### src/rtl/deser_align_ctrl.sv
// Word-alignment controller for a 40-bit deserializer.
// Sweeps the deserializer delay tap until a masked frame marker is seen
// LOCK_COUNT times in a row, then monitors marker presence per window and
// drops lock after UNLOCK_COUNT consecutive marker-less windows.
module deser_align_ctrl #(
    parameter logic [39:0] MARKER_PATTERN = 40'h3C5C000000,
    parameter logic [39:0] MARKER_MASK    = 40'hFFFF000000,
    parameter int unsigned SETTLE_CYCLES  = 8,
    parameter int unsigned LOCK_COUNT     = 16,
    parameter int unsigned WINDOW         = 64,
    parameter int unsigned UNLOCK_COUNT   = 4
) (
    input  logic        i_word40CK,
    input  logic        i_reset,
    input  logic        i_enable,
    input  logic [4:0]  i_manualDelay,
    input  logic        i_wordValid,
    input  logic [39:0] i_frameWord,
    output logic [4:0]  o_delay,
    output logic        o_aligned,
    output logic [2:0]  o_state,
    output logic        o_sweepFail,
    output logic [7:0]  o_lockLossCnt
);

    typedef enum logic [2:0] {
        ST_IDLE    = 3'd0,
        ST_SETTLE  = 3'd1,
        ST_SEARCH  = 3'd2,
        ST_CONFIRM = 3'd3,
        ST_LOCKED  = 3'd4
    } state_t;

    localparam logic [7:0] SETTLE_LAST = 8'(SETTLE_CYCLES - 1);
    localparam logic [9:0] WIN_LAST    = 10'(WINDOW - 1);
    localparam logic [7:0] LOCK_TGT    = 8'(LOCK_COUNT);
    localparam logic [3:0] UNLOCK_TGT  = 4'(UNLOCK_COUNT);

    state_t      r_state, w_state_nxt;
    logic [4:0]  r_delay, w_delay_nxt;
    logic [7:0]  r_settle_cnt, w_settle_nxt;
    logic [9:0]  r_win_cnt, w_win_nxt;
    logic [7:0]  r_conf_cnt, w_conf_nxt;
    logic [3:0]  r_miss_cnt, w_miss_nxt;
    logic        r_win_hit, w_hit_nxt;
    logic [5:0]  r_steps, w_steps_nxt;
    logic        r_sweep_fail, w_sweep_nxt;
    logic [7:0]  r_loss_cnt, w_loss_nxt;

    logic        w_marker;
    logic        w_step;
    logic        w_win_marked;
    logic [7:0]  w_conf_inc;
    logic [3:0]  w_miss_inc;
    logic [5:0]  w_steps_inc;

    // Masked marker compare; invalid words never count as markers.
    assign w_marker = i_wordValid &&
                      ((i_frameWord & MARKER_MASK) == (MARKER_PATTERN & MARKER_MASK));

    assign w_conf_inc   = r_conf_cnt + 8'd1;
    assign w_miss_inc   = r_miss_cnt + 4'd1;
    assign w_steps_inc  = r_steps + 6'd1;
    assign w_win_marked = r_win_hit | w_marker;

    // State register.
    always_ff @(posedge i_word40CK) begin
        if (i_reset) r_state <= ST_IDLE;
        else         r_state <= w_state_nxt;
    end

    // Next-state and datapath next values; every counter update happens here.
    always_comb begin
        w_state_nxt  = r_state;
        w_delay_nxt  = r_delay;
        w_settle_nxt = r_settle_cnt;
        w_win_nxt    = r_win_cnt;
        w_conf_nxt   = r_conf_cnt;
        w_miss_nxt   = r_miss_cnt;
        w_hit_nxt    = r_win_hit;
        w_steps_nxt  = r_steps;
        w_sweep_nxt  = r_sweep_fail;
        w_loss_nxt   = r_loss_cnt;
        w_step       = 1'b0;

        if (!i_enable) begin
            // Manual mode: delay follows the manual input, search state discarded.
            w_state_nxt = ST_IDLE;
            w_delay_nxt = i_manualDelay;
            w_steps_nxt = 6'd0;
        end else begin
            case (r_state)
                ST_IDLE: begin
                    // Sweep starts from whatever delay is currently applied.
                    w_state_nxt = ST_SETTLE;
                end
                ST_SETTLE: begin
                    if (i_wordValid) begin
                        if (r_settle_cnt == SETTLE_LAST) w_state_nxt  = ST_SEARCH;
                        else                             w_settle_nxt = r_settle_cnt + 8'd1;
                    end
                end
                ST_SEARCH: begin
                    if (w_marker) begin
                        if (LOCK_TGT == 8'd1) begin
                            w_state_nxt = ST_LOCKED;
                        end else begin
                            w_state_nxt = ST_CONFIRM;
                            w_conf_nxt  = 8'd1;
                        end
                    end else if (i_wordValid) begin
                        if (r_win_cnt == WIN_LAST) w_step    = 1'b1;
                        else                       w_win_nxt = r_win_cnt + 10'd1;
                    end
                end
                ST_CONFIRM: begin
                    if (w_marker) begin
                        if (w_conf_inc == LOCK_TGT) w_state_nxt = ST_LOCKED;
                        else                        w_conf_nxt  = w_conf_inc;
                    end else if (i_wordValid) begin
                        w_step = 1'b1;
                    end
                end
                ST_LOCKED: begin
                    if (i_wordValid) begin
                        if (r_win_cnt == WIN_LAST) begin
                            w_win_nxt = 10'd0;
                            w_hit_nxt = 1'b0;
                            if (w_win_marked) begin
                                w_miss_nxt = 4'd0;
                            end else if (w_miss_inc == UNLOCK_TGT) begin
                                w_step = 1'b1;
                                if (r_loss_cnt != 8'hFF) w_loss_nxt = r_loss_cnt + 8'd1;
                            end else begin
                                w_miss_nxt = w_miss_inc;
                            end
                        end else begin
                            w_win_nxt = r_win_cnt + 10'd1;
                            w_hit_nxt = w_win_marked;
                        end
                    end
                end
                default: w_state_nxt = ST_IDLE;
            endcase
        end

        // Delay step: move one tap, flag a completed 32-tap sweep, resettle.
        if (w_step) begin
            w_state_nxt = ST_SETTLE;
            w_delay_nxt = r_delay + 5'd1;
            if (w_steps_inc == 6'd32) begin
                w_steps_nxt = 6'd0;
                w_sweep_nxt = 1'b1;
            end else begin
                w_steps_nxt = w_steps_inc;
            end
        end

        // Per-state counters restart on any transition; CONFIRM keeps its seed of 1.
        if (w_state_nxt != r_state) begin
            w_settle_nxt = 8'd0;
            w_win_nxt    = 10'd0;
            w_miss_nxt   = 4'd0;
            w_hit_nxt    = 1'b0;
            if (w_state_nxt != ST_CONFIRM) w_conf_nxt = 8'd0;
            if (w_state_nxt == ST_LOCKED)  w_steps_nxt = 6'd0;
        end
    end

    // Datapath registers; reset overrides every input.
    always_ff @(posedge i_word40CK) begin
        if (i_reset) begin
            r_delay      <= 5'd0;
            r_settle_cnt <= 8'd0;
            r_win_cnt    <= 10'd0;
            r_conf_cnt   <= 8'd0;
            r_miss_cnt   <= 4'd0;
            r_win_hit    <= 1'b0;
            r_steps      <= 6'd0;
            r_sweep_fail <= 1'b0;
            r_loss_cnt   <= 8'd0;
        end else begin
            r_delay      <= w_delay_nxt;
            r_settle_cnt <= w_settle_nxt;
            r_win_cnt    <= w_win_nxt;
            r_conf_cnt   <= w_conf_nxt;
            r_miss_cnt   <= w_miss_nxt;
            r_win_hit    <= w_hit_nxt;
            r_steps      <= w_steps_nxt;
            r_sweep_fail <= w_sweep_nxt;
            r_loss_cnt   <= w_loss_nxt;
        end
    end

    assign o_delay       = r_delay;
    assign o_state       = r_state;
    assign o_aligned     = (r_state == ST_LOCKED);
    assign o_sweepFail   = r_sweep_fail;
    assign o_lockLossCnt = r_loss_cnt;

endmodule

### config.mk
export PLATFORM = sky130hd
export DESIGN_NAME = deser_align_ctrl
export DESIGN_NICKNAME = d
export VERILOG_FILES = /design/src/rtl/deser_align_ctrl.sv
export SDC_FILE = /design/constraint.sdc
export NUM_CORES = 1
export LEC_CHECK = 0
export ABC_AREA = 1
export CAP_MARGIN = 30
export CORE_MARGIN = 8
export CORE_UTILIZATION = 47
export CTS_CLUSTER_DIAMETER = 60
export CTS_CLUSTER_SIZE = 10
export DETAILED_ROUTE_END_ITERATION = 10
export MAX_ROUTING_LAYER = met4
export PLACE_DENSITY = 0.77
export SLEW_MARGIN = 30
export SYNTH_ARGS = -nofsm -noshare
export SYNTH_HDL_FRONTEND = slang
export SYNTH_SLANG_ARGS = --single-unit
### constraint.sdc
create_clock -name i_word40CK -period 2.2 [get_ports i_word40CK]
set_input_delay 0.66 -clock i_word40CK [delete_from_list [all_inputs] [get_ports i_word40CK]]
set_output_delay 0.66 -clock i_word40CK [all_outputs]
set_load 0.02 [all_outputs]
* Word-level counts from Yosys, hierarchy flattened
Cells that the tools add are included.
Storage, ports and cells: register bits 54, input port bits 49, output and inout bits 18, logic and storage cells 92
Operators by class: $add $sub $neg 7, eq/ne operators 20, mux-type cells 42, bitwise gates (word level) 3, reduce and logical (&&, ||, !) cells 10
Operator list (count):
- 10-bit 2-to-1 mux | 5
- 8-bit 2-to-1 mux | 6
- 6-bit 2-to-1 mux | 5
- 8-bit by 1-bit adder with 8-bit output (second input constant) | 3
- 3-bit 2-to-1 mux | 7
- 10-bit one-hot mux with 2 select lines | 1
- 16-bit by 14-bit equality test with 1-bit output (second input constant) | 1
- 8-bit one-hot mux with 2 select lines | 1
- 3-bit one-hot mux with 5 select lines | 1
- 1-bit 2-to-1 mux | 11
- 10-bit by 1-bit adder with 10-bit output (second input constant) | 1
- 10-bit by 6-bit equality test with 1-bit output (second input constant) | 1
- 5-bit 2-to-1 mux | 2
- 2-bit != test (second input constant) | 5
- 8-bit by 3-bit equality test with 1-bit output (second input constant) | 1
- 8-bit by 5-bit equality test with 1-bit output (second input constant) | 1
- 4-bit 2-to-1 mux | 2
- 8-bit != test (second input constant) | 1
- 7-bit AND reduction | 1
- 6-bit by 1-bit adder with 6-bit output (second input constant) | 1
- 3-bit by 2-bit equality test with 1-bit output (second input constant) | 2
- 3-bit equality test (second input constant) | 2
- 6-bit equality test (second input constant) | 1
- 6-bit AND reduction | 1
- 18 further kinds | 19

* Longest topological paths before layout
Gate-level depths: netlist of the first run.
depth after elaboration 12, mapped depth 18

* Worst setup path after synthesis of the first run
No wires, ideal clock.
path type input to register, from input port i_frameWord[39], to register r_conf_cnt[0], setup time 0.071 ns, arrival time 2.181 ns, required time 2.129 ns, slack -0.052 ns, cell stages on the path 14, cell sequence nor2_1 > nand2_1 > nor2_1 > nand3_2 > nand4_1 > nand2_1 > nand2_1 > nand2_1 > inv_2 > nand3_1 > nand2_1 > nand3_2 > buf_6 > a21oi_1
Between the ends: longest elaborated chain between the ends 12, elaborated cells on any way between the ends 23, classes of those cells 3 x eq/ne; 18 x mux; 1 x bitwise; 1 x reduce/logical
Ends and longest elaborated chain:
- start, declared | RTL line 18 | input logic [39:0] i_frameWord,
- 16-bit by 14-bit equality test with 1-bit output * | RTL line 59 | ((i_frameWord & MARKER_MASK) == (MARKER_PATTERN & MARKER_MASK));
- 1-bit logical AND * | RTL line 58 | assign w_marker = i_wordValid &&
- 1-bit OR | RTL line 64 | assign w_win_marked = r_win_hit | w_marker;
- 1-bit 2-to-1 mux | RTL line 129 | if (w_win_marked) begin
- 1-bit 2-to-1 mux | RTL line 126 | if (r_win_cnt == WIN_LAST) begin
- 1-bit 2-to-1 mux | RTL line 125 | if (i_wordValid) begin
- 1-bit one-hot mux with 3 select lines | RTL line 92 | case (r_state)
- 1-bit 2-to-1 mux | RTL line 86 | if (!i_enable) begin
- 3-bit 2-to-1 mux | RTL line 148 | if (w_step) begin
- 3-bit by 2-bit != test with 1-bit output | RTL line 165 | if (w_state_nxt != ST_CONFIRM) w_conf_nxt = 8'd0;
- 8-bit 2-to-1 mux | RTL line 165
- 8-bit 2-to-1 mux * | RTL line 160 | if (w_state_nxt != r_state) begin
- end signal, assigned | RTL line 186 | r_conf_cnt <= w_conf_nxt;
- end, declared | RTL line 43 | logic [7:0] r_conf_cnt, w_conf_nxt;
Mark *: on every way between the ends. The rest lies on a longest branch, timed or not. A chain may end at the register's enable or synchronous reset.

* Worst setup path after layout of the first run
from register r_settle_cnt[1], to register r_win_cnt[6]
Between the ends: longest elaborated chain between the ends 8
Ends and longest elaborated chain:
- start, declared | RTL line 41 | logic [7:0] r_settle_cnt, w_settle_nxt;
- start signal, assigned | RTL line 184 | r_settle_cnt <= w_settle_nxt;
- 8-bit by 3-bit equality test with 1-bit output | RTL line 99 | if (r_settle_cnt == SETTLE_LAST) w_state_nxt = ST_SEARCH;
- 3-bit 2-to-1 mux | RTL line 99
- 3-bit 2-to-1 mux | RTL line 98 | if (i_wordValid) begin
- 3-bit one-hot mux with 5 select lines | RTL line 92
- 3-bit 2-to-1 mux | RTL line 86
- 3-bit 2-to-1 mux | RTL line 148
- 3-bit != test | RTL line 160
- 2-bit OR reduction (no line)
- end signal, assigned | RTL line 185 | r_win_cnt <= w_win_nxt;
- end, declared | RTL line 42 | logic [9:0] r_win_cnt, w_win_nxt;
Every way passes these cells.

==> flow_metrics.env, run 1 <==
export IMPL_status="finished with violations"
export IMPL_failed_checks="setup timing"
export IMPL_grt_usage=0.1999
export IMPL_row_count=31
export IMPL_antenna_left=0
export IMPL_fin_skew_ns=0.01785
export IMPL_required_ns=2.45
export IMPL_vdd_drop_max_v=0.0002976
export IMPL_worst_slack_ns=-0.2271
export IMPL_final_common_cell="nand2_1"
export IMPL_dp_cells=696
export IMPL_final_layout_size_suffix_gt1_frac=0.3484
export IMPL_yosysSeqAreaShare=0.3185
export IMPL_syn_inst=518
export IMPL_die_w_um=101.0
export IMPL_end_kind="flop"
export IMPL_place_detailed_hpwl_um=6334
export IMPL_io_buffers=42
export IMPL_clk_latency_ns=0.32
export IMPL_cts_root_buf="clkbuf_8"
export IMPL_cts_buffer_depth=2
export IMPL_ys_ff_latch=54
export IMPL_slew_headroom=0.7370
export IMPL_min_period_ns=2.427
export IMPL_die_h_um=101.0
export IMPL_fp_coreArea_um2=7137
export IMPL_cp_start_kind="flop"
export IMPL_antenna_found_initial=0
export IMPL_h_tree_depth=2
export IMPL_cts_tree="yes"
export IMPL_area_growth_pct=54.37
export IMPL_final_cell_mix="nand2_1, inv_1, buf_4, dfxtp_1, nor2_1"
export IMPL_syn_num_nets=575
export IMPL_finalWirelength_um=12380
export IMPL_drt_iter0_drc=311
export IMPL_utilization=0.7342
export IMPL_cts_sinks=54
export IMPL_maxCapViolCount=0
export IMPL_drt_pass1_iterations=5
export IMPL_final_nets=696
export IMPL_r2r_slack_ns=-0.23
export IMPL_hp_class="flop to flop"
export IMPL_grt_max_degree=17
export IMPL_drc=0
export IMPL_tightest_slew_ns=0.3915
export IMPL_diodes=0
export IMPL_synth_top_family_by_area="simple AND/OR/NAND/NOR gates"
export IMPL_wl_per_cell_um=16.75
export IMPL_synth_xor_area_frac=0.05418
export IMPL_synth_simple_area_share=0.3535
export IMPL_finalCritPeriodShare=1.103
export IMPL_path_max_fanout=6
export IMPL_viasPerCell=5.608
export IMPL_muxShareOfSynthArea=0.002949
export IMPL_grt_pass1_wl_um=16420
export IMPL_synth_distinct_cells=35
export IMPL_gp_congestion=0.8431
export IMPL_clk_pin_slew_ns=0.10
export IMPL_initial_core_util=0.4756
export IMPL_fmax_mhz=412.0
export IMPL_grt_pass1_vias=3654
export IMPL_cts_buffers=5
export IMPL_io_pins=67
export IMPL_finalSetupViolCount=37
export IMPL_rsz0062_at_grt="true"
export IMPL_synth_area_um2=3395
export IMPL_netlist_top_cells_area="dfxtp_1, nand2_1, inv_1, nor2_1, nor2_2"
export IMPL_yosysWarnings=0
export IMPL_avgSynthCellArea_um2=6.553
export IMPL_hold_viol=0
export IMPL_worstSetupPathType="flop to flop"
export IMPL_yosys_area_top_type="dfxtp_1"
export IMPL_slew_violations=0
export IMPL_gr_total_overflow=0
export IMPL_synth_top_area_share=0.3185
export IMPL_num_vias=4144
export IMPL_pwr_density_cell_nw_per_um2=339.7
export IMPL_arrival_ns=2.67
export IMPL_synthAdderAreaFrac=0.02949
export IMPL_synth_compound_area_frac=0.1309
export IMPL_finalNonFillerCells=739
export IMPL_dp_slack_ns=-0.7310
export IMPL_p_leak_uw=0.002096
export IMPL_dieArea_um2=10200
==> worst max-delay path, cell delays in order (launching register included) <==
cell and delay (ns):
dfxtp_1 0.40, ha_1 0.22, nand3_1 0.15, nor2_4 0.19, nand2_1 0.09, o21ai_2 0.18, inv_1 0.12, nand2_4 0.11
nand3_4 0.09, nand2_2 0.07, nand2_2 0.08, nor2_4 0.14, nand3_4 0.20, buf_12 0.24, nor2_4 0.09
==> cells by family after synthesis <==
family	Yosys count
XOR/XNOR	21
flip-flops	54
adder cells (fa/ha/maj)	8
AND/OR/NAND/NOR	265
AO/OA/AOI/OAI	76
buffers and inverters	93
multiplexers	1
==> cell usage after synthesis (all sizes together) <==
library cell  number
clkbuf             5
dfxtp             54
inv               84
nor3               6
o21ai             22
nand3b             1
o31ai              3
o22ai              2
nor2              77
nand3             34
a22oi              2
o21a               1
buf                4
ha                 8
nand2            131
or2                2
or4                1
xnor2              7
a31oi              1
o2111ai            2
nor4               2
a221oi             1
xor2              14
a21oi             30
nand4             11
mux2i              1
o211ai            12
==> through the flow <==
step           hold slack [ns]  total power (µW)  TNS [ns]  area (µm²)
2_1_floorplan           0.5030              1091         0        3400
3_3_place_gp            0.4520              1177    -27.87        4242
3_5_place_dp            0.4643              1181    -31.02        4242
4_1_cts                 0.4835              1759   -0.4539        4782
5_1_grt                 0.5109              1833    -8.659        5240
6_report                0.4823              1780    -5.403        5240
==> routing by layer <==
metal,vias up,GRT usage,share of wire
met2,221,0.3510,0.51
li1,1898,-,-
met5,-,-,0
met4,0,0.07216,0.049
met3,75,0.02486,0.063
met1,1950,0.2278,0.38
==> registers in the layout, summed over array words and instances, names as in the netlist <==
| register | cells |
|---|---|
| o_sweepFail | 1 |
| r_settle_cnt | 8 |
| o_state | 3 |
| o_delay | 5 |
| r_miss_cnt | 4 |
| r_conf_cnt | 8 |
| r_steps | 6 |
| r_win_hit | 1 |
| o_lockLossCnt | 8 |
| r_win_cnt | 10 |
==> cell type report <==
class / count / area [µm²]
inverter: 84 / 329.1
clock buffer: 6 / 72.57
timing repair buffer: 122 / 1132
clock inverter: 2 / 13.76
tap: 99 / 123.9
fill: 519 / 1897
sequential: 54 / 1109
multi-input combinational: 372 / 2460
==> where the power goes <==
| group | switching (µW) | internal (µW) |
|---|---|---|
| clock network | 336 | 226 |
| registers | 8.41 | 979 |
| logic | 124 | 108 |
| total | 468 | 1310 |
==> path summary, 6_finish.rpt <==
check / startpoint / to / depth (start not counted)
worst max-delay path: r_settle_cnt[1] / r_win_cnt[6] / 14
worst min-delay path: o_sweepFail / o_sweepFail / 1
worst min register to register: o_sweepFail / o_sweepFail / 1
worst max register to register: r_settle_cnt[1] / r_win_cnt[6] / 14
==> repair_timing <==
item / in CTS / in global routing
pin swaps: 35 / 45
endpoints found under the setup margin: 46 / 45
gates cloned: 4 / 0
gates resized for setup: 91 / 103
hold buffers: 0 / 0
buffers inserted: 21 / 13
hold endpoints to repair: 0 / 0
Power figures use the tool's default switching activity.
==> run 2, diff against run 1 <==
--- a/config.mk
+++ b/config.mk
@@ -8,12 +8,12 @@
 export ABC_AREA = 1
 export CAP_MARGIN = 30
 export CORE_MARGIN = 8
-export CORE_UTILIZATION = 47
+export CORE_UTILIZATION = 37
 export CTS_CLUSTER_DIAMETER = 60
 export CTS_CLUSTER_SIZE = 10
 export DETAILED_ROUTE_END_ITERATION = 10
 export MAX_ROUTING_LAYER = met4
-export PLACE_DENSITY = 0.77
+export REMOVE_ABC_BUFFERS = 1
 export SLEW_MARGIN = 30
 export SYNTH_ARGS = -nofsm -noshare
 export SYNTH_HDL_FRONTEND = slang
==> run 2 against run 1 <==
The run still ends with setup timing left; maximum frequency rose by 9.8%; sequential cell count did not move; power up 7.8%; die area grew 23%; clock skew fell by 0.0041 ns; sequential share of layout area rose by 1.1 points; hold slack worse by 0.0083 ns; sequential power is essentially flat; register-to-register slack improved by 0.22 ns; non-clock buffer count down 5; largest cell class unchanged.
==> flow_metrics.env, run 2 (same netlist as run 1, synthesis figures left out) <==
export IMPL_vdd_drop_max_v=0.0002486
export IMPL_hold_worst_slack_ns=0.4740
export IMPL_initial_core_util=0.3745
export IMPL_cp_start_kind="flop"
export IMPL_min_period_ns=2.210
export IMPL_hold_viol=0
export IMPL_area_growth_pct=46.81
export IMPL_h_tree_depth=2
export IMPL_tightest_slew_ns=0.3491
export IMPL_hp_class="flop to flop"
export IMPL_grt_pass1_wl_um=15130
export IMPL_die_h_um=111.8
export IMPL_fmax_mhz=452.4
export IMPL_viasPerCell=4.891
export IMPL_maxCapViolCount=0
export IMPL_grt_usage=0.1466
export IMPL_io_pins=67
export IMPL_cp_buffers_inverters=4
export IMPL_num_vias=3644
export IMPL_final_area_um2=4984
export IMPL_gr_total_overflow=0
export IMPL_wl_per_cell_um=12.51
export IMPL_end_kind="flop"
export IMPL_r2r_slack_ns=-0.01
export IMPL_dp_slack_ns=-0.7296
export IMPL_slew_headroom=0.7648
export IMPL_drc=0
export IMPL_grt_max_degree=18
export IMPL_fill_cells=850
export IMPL_rsz0062_at_grt="true"
export IMPL_critical_path_slowest_cell="dfxtp_2"
export IMPL_gp_congestion=0.8481
export IMPL_place_detailed_hpwl_um=6437
export IMPL_use_met2=0.2540
export IMPL_worstSetupPathType="flop to flop"
export IMPL_regMostFlops="r_win_cnt"
export IMPL_whs_path_depth=1
export IMPL_die_w_um=111.8
export IMPL_finalCritPeriodShare=1.005
export IMPL_finalSetupViolCount=2
export IMPL_fin_skew_ns=0.01370
export IMPL_dpl_cell_area_um2=4289
export IMPL_worst_slack_ns=-0.01025
export IMPL_drt_iter0_drc=159
export IMPL_drt_pass1_iterations=4
export IMPL_grt_busiest_layer="met2"
export IMPL_diodes=0
export IMPL_status="finished with violations"
export IMPL_r2r_end="r_settle_cnt[4]"
export IMPL_path_max_fanout=6
export IMPL_cts_tree="yes"
export IMPL_grt_pass1_vias=3410
export IMPL_pwr_density_cell_nw_per_um2=385.2
export IMPL_clk_pin_slew_ns=0.11
export IMPL_io_buffers=42
export IMPL_met1_usage=0.1704
export IMPL_final_common_cell="nand2_1"
export IMPL_multi_input_area_um2=2290
export IMPL_arrival_ns=2.48
export IMPL_final_nets=690
export IMPL_antenna_found_initial=0
export IMPL_worstPathCellList="inv_1, nor2_4, inv_1, nor2_4, nor2_1, nor2_2, nand2_4, buf_6, nand4_1, nand2_2, nor2_4, nand3_4, buf_8, nor2_4"
export IMPL_cts_sinks=54
export IMPL_cts_buffers=5
export IMPL_cts_root_buf="clkbuf_8"
export IMPL_final_cell_mix="nand2_1, inv_1, buf_4, dfxtp_1, nor2_1"
export IMPL_finalWirelength_um=9317
export IMPL_rr_startpoint="o_state[1]"
export IMPL_final_layout_size_suffix_gt1_frac=0.3281
export IMPL_met3_usage=0.02381
export IMPL_largest_reg_flops=10
export IMPL_seqCellArea_um2=1110
export IMPL_p_leak_uw=0.002059
export IMPL_slew_violations=0
export IMPL_max_stage_delay_ns=0.41
export IMPL_cp_top_family="simple AND/OR/NAND/NOR gates"
export IMPL_reg2regPathDepth=14
export IMPL_cts_hold_buf=0
export IMPL_fp_coreArea_um2=9065
export IMPL_crit_top_cell="nor2_4"
export IMPL_cts_buffer_depth=2
export IMPL_dieArea_um2=12490
export IMPL_hp_start="o_sweepFail"
export IMPL_hold_end="o_sweepFail"
export IMPL_required_ns=2.47
export IMPL_antenna_left=0
export IMPL_failed_checks="setup timing"
export IMPL_row_count=35
export IMPL_clk_latency_ns=0.33
==> run 2: report_power, final <==
group	switching [µW]	internal [µW]	total [µW]	leakage [µW]
Sequential	8.85	979	988	0.000445
Combinational	101	90.9	192	0.00155
Clock	365	375	740	0.0000618
==> run 2: layout make-up <==
cell class,count,share of cell area
clock buffers,6,0.01657
clock inverters,2,0.007783
inverters,84,0.06377
multi-input cells,371,0.4595
flip-flops and latches,54,0.2227
well taps,111,0.02787
repair buffers,117,0.2019
==> run 2: worst max path at each step <==
stage,from,end,slack (ns),depth (start not counted)
floorplan,i_frameWord[39],r_settle_cnt[0],-0.29,13
global placement,i_frameWord[30],r_steps[2],-0.67,15
detailed placement,i_frameWord[28],r_conf_cnt[3],-0.73,15
CTS,r_win_cnt[1],r_settle_cnt[4],-0.04,16
global route,o_state[1],r_settle_cnt[4],-0.12,14
finish,o_state[1],r_settle_cnt[4],-0.01,14
==> run 2: stage by stage <==
step | total power, µW | utilization | std cells | TNS [ns]
final | 1920 | 0.5498 | 745 | -0.01708
after global routing | 1974 | 0.5498 | 745 | -2.980
after CTS | 1945 | 0.5369 | 745 | -0.4048
after detailed placement | 1182 | 0.4732 | 713 | -31.16
after global placement | 1182 | 0.4732 | 713 | -28.05
after floorplan | 1076 | - | 509 | -6.828
==> run 2: metal layers <==
layer	vias to the layer above	part of all wire	routed length, µm
met4	0	0.014	133
met2	57	0.51	4778
met3	12	0.029	269
li1	1883	-	-
met1	1692	0.44	4135
met5	-	0	0
==> run 2: timing repair <==
action                                  in CTS  in global routing
buffers inserted                            21                  4
hold endpoints to repair                     0                  0
pin swaps                                   38                 39
gates cloned                                 3                  0
endpoints found under the setup margin      44                 44
resized for setup                          103                 67
==> run 3, diff against run 2 <==
==> constraint.sdc (replaced) <==
create_clock -name i_word40CK -period 2.5 [get_ports i_word40CK]
set_input_delay 0.75 -clock i_word40CK [delete_from_list [all_inputs] [get_ports i_word40CK]]
set_output_delay 0.75 -clock i_word40CK [all_outputs]
set_load 0.02 [all_outputs]
==> run 3 against run 2 <==
The run now ends clean; critical path depth is 2 higher; power is 17% lower; sequential power is 12% lower; hold slack worse by 0.00082 ns; global-route usage is 0.71 points lower; clock power is 25% lower; first-iteration DRC count is 13% higher; utilization is 4.2 points lower; clock skew is 0.0042 ns lower; die area stayed put.
==> flow_metrics.env, run 3 (same netlist as run 1, synthesis figures left out) <==
export IMPL_worstPathCellList="dlygate4sd2_1, nor2_1, nand2_2, nor2_4, nand3_4, nand4_1, nand2_1, nand2_2, nand3_2, nand2_1, nand2_2, nor2_4, nand3_4, buf_12, buf_16, nor2_4"
export IMPL_seqCellArea_um2=1086
export IMPL_viasPerCell=4.741
export IMPL_r2r_end="r_win_cnt[3]"
export IMPL_num_vias=3456
export IMPL_antenna_left=0
export IMPL_drc=0
export IMPL_pwr_density_cell_nw_per_um2=345.8
export IMPL_grt_pass1_vias=3258
export IMPL_maxCapViolCount=0
export IMPL_final_common_cell="nand2_1"
export IMPL_dp_cells=703
export IMPL_finalWirelength_um=8473
export IMPL_min_period_ns=2.447
export IMPL_cts_buffers=5
export IMPL_rsz0062_at_grt="true"
export IMPL_grt_max_degree=17
export IMPL_critical_path_slowest_cell="dlygate4sd2_1"
export IMPL_io_buffers=42
export IMPL_multi_input_area_um2=2048
export IMPL_fill_cells=912
export IMPL_drt_iter0_drc=179
export IMPL_vdd_drop_max_v=0.0002064
export IMPL_row_count=35
export IMPL_final_area_um2=4607
export IMPL_worst_slack_ns=0.05308
export IMPL_required_ns=2.76
export IMPL_fin_skew_ns=0.009454
export IMPL_power_uw=1593
export IMPL_fp_coreArea_um2=9065
export IMPL_reg2regPathDepth=16
export IMPL_finalCritPeriodShare=0.9788
export IMPL_die_h_um=111.8
export IMPL_die_w_um=111.8
export IMPL_cts_buffer_depth=2
export IMPL_cts_sinks=54
export IMPL_end_kind="flop"
export IMPL_dieArea_um2=12490
export IMPL_finalSetupViolCount=0
export IMPL_slew_violations=0
export IMPL_gr_total_overflow=0
export IMPL_grt_usage=0.1395
export IMPL_wl_per_cell_um=11.62
export IMPL_cp_top_family="simple AND/OR/NAND/NOR gates"
export IMPL_largest_reg_flops=10
export IMPL_worstSetupPathType="input pin to flop"
export IMPL_area_growth_pct=35.72
export IMPL_cts_tree="yes"
export IMPL_antenna_found_initial=0
export IMPL_cp_buffers_inverters=3
export IMPL_h_tree_depth=2
export IMPL_clk_latency_ns=0.31
export IMPL_crit_cells=16
export IMPL_whs_path_depth=1
export IMPL_initial_core_util=0.3745
export IMPL_slew_headroom=0.7544
export IMPL_dpl_cell_area_um2=4214
export IMPL_place_detailed_hpwl_um=6322
export IMPL_drt_pass1_iterations=4
export IMPL_cp_start_kind="input pin"
export IMPL_final_cell_mix="nand2_1, inv_1, buf_4, dfxtp_1, nor2_1"
export IMPL_gp_congestion=0.8374
export IMPL_status="completed"
export IMPL_io_pins=67
export IMPL_clk_pin_slew_ns=0.10
export IMPL_finalNonFillerCells=729
export IMPL_tightest_slew_ns=0.3680
export IMPL_regMostFlops="r_win_cnt"
export IMPL_hold_viol=0
export IMPL_rr_startpoint="r_win_cnt[0]"
export IMPL_fmax_mhz=408.7
export IMPL_path_max_fanout=6
export IMPL_utilization=0.5082
export IMPL_max_stage_delay_ns=0.23
export IMPL_hold_end="o_sweepFail"
export IMPL_hp_start="o_sweepFail"
export IMPL_dp_slack_ns=-0.4823
export IMPL_p_leak_uw=0.001929
export IMPL_diodes=0
export IMPL_grt_pass1_wl_um=14360
export IMPL_final_nets=674
export IMPL_arrival_ns=2.71
export IMPL_final_layout_size_suffix_gt1_frac=0.2184
export IMPL_hp_class="flop to flop"
export IMPL_r2r_slack_ns=0.07
export IMPL_cts_root_buf="clkbuf_8"
run 3: worst max path at each step:
| stage | startpoint | end | slack (ns) |
|---|---|---|---|
| floorplan | i_frameWord[39] | r_settle_cnt[0] | -0.08 |
| global placement | i_frameWord[30] | r_settle_cnt[0] | -0.47 |
| detailed placement | i_frameWord[28] | r_settle_cnt[1] | -0.48 |
| CTS | o_state[0] | o_aligned | 0.003 |
| global route | r_win_cnt[0] | r_win_cnt[3] | -0.07 |
| finish | i_frameWord[39] | r_win_cnt[3] | 0.05 |
run 3: per-stage QoR:
stage	hold slack (ns)	setup TNS [ns]
CTS	0.4793	0
finish	0.4732	0
floorplan	0.5030	-1.524
global route	0.5167	-0.6952
global placement	0.4509	-17.37
detailed placement	0.4542	-18.22
run 3: layer usage:
| metal | vias to the layer above | wire, µm | track usage |
|---|---|---|---|
| met5 | - | 0 | - |
| li1 | 1856 | - | - |
| met2 | 33 | 4280 | 0.2476 |
| met1 | 1563 | 3936 | 0.1578 |
| met4 | 0 | 56 | 0.02826 |
| met3 | 4 | 199 | 0.02976 |
run 3: report_power, final:
part	internal, µW	switching [µW]
Combinational	87.1	80.8
Sequential	864	7.26
Clock	255	299
run 3: layout make-up:
type / count / area share
Clock buffer: 7 / 0.02091
Clock inverter: 1 / 0.001901
Multi-Input combinational cell: 371 / 0.4446
Sequential cell: 54 / 0.2357
Timing Repair Buffer: 101 / 0.1983
Tap cell: 111 / 0.03015
Inverter: 84 / 0.06844
run 3: what timing repair did:
item | in CTS | in global routing
endpoints found under the setup margin | 38 | 40
pin swaps | 3 | 11
gates cloned | 2 | 0
resized for setup | 33 | 21
hold buffers | 0 | 0
setup buffers | 11 | 5
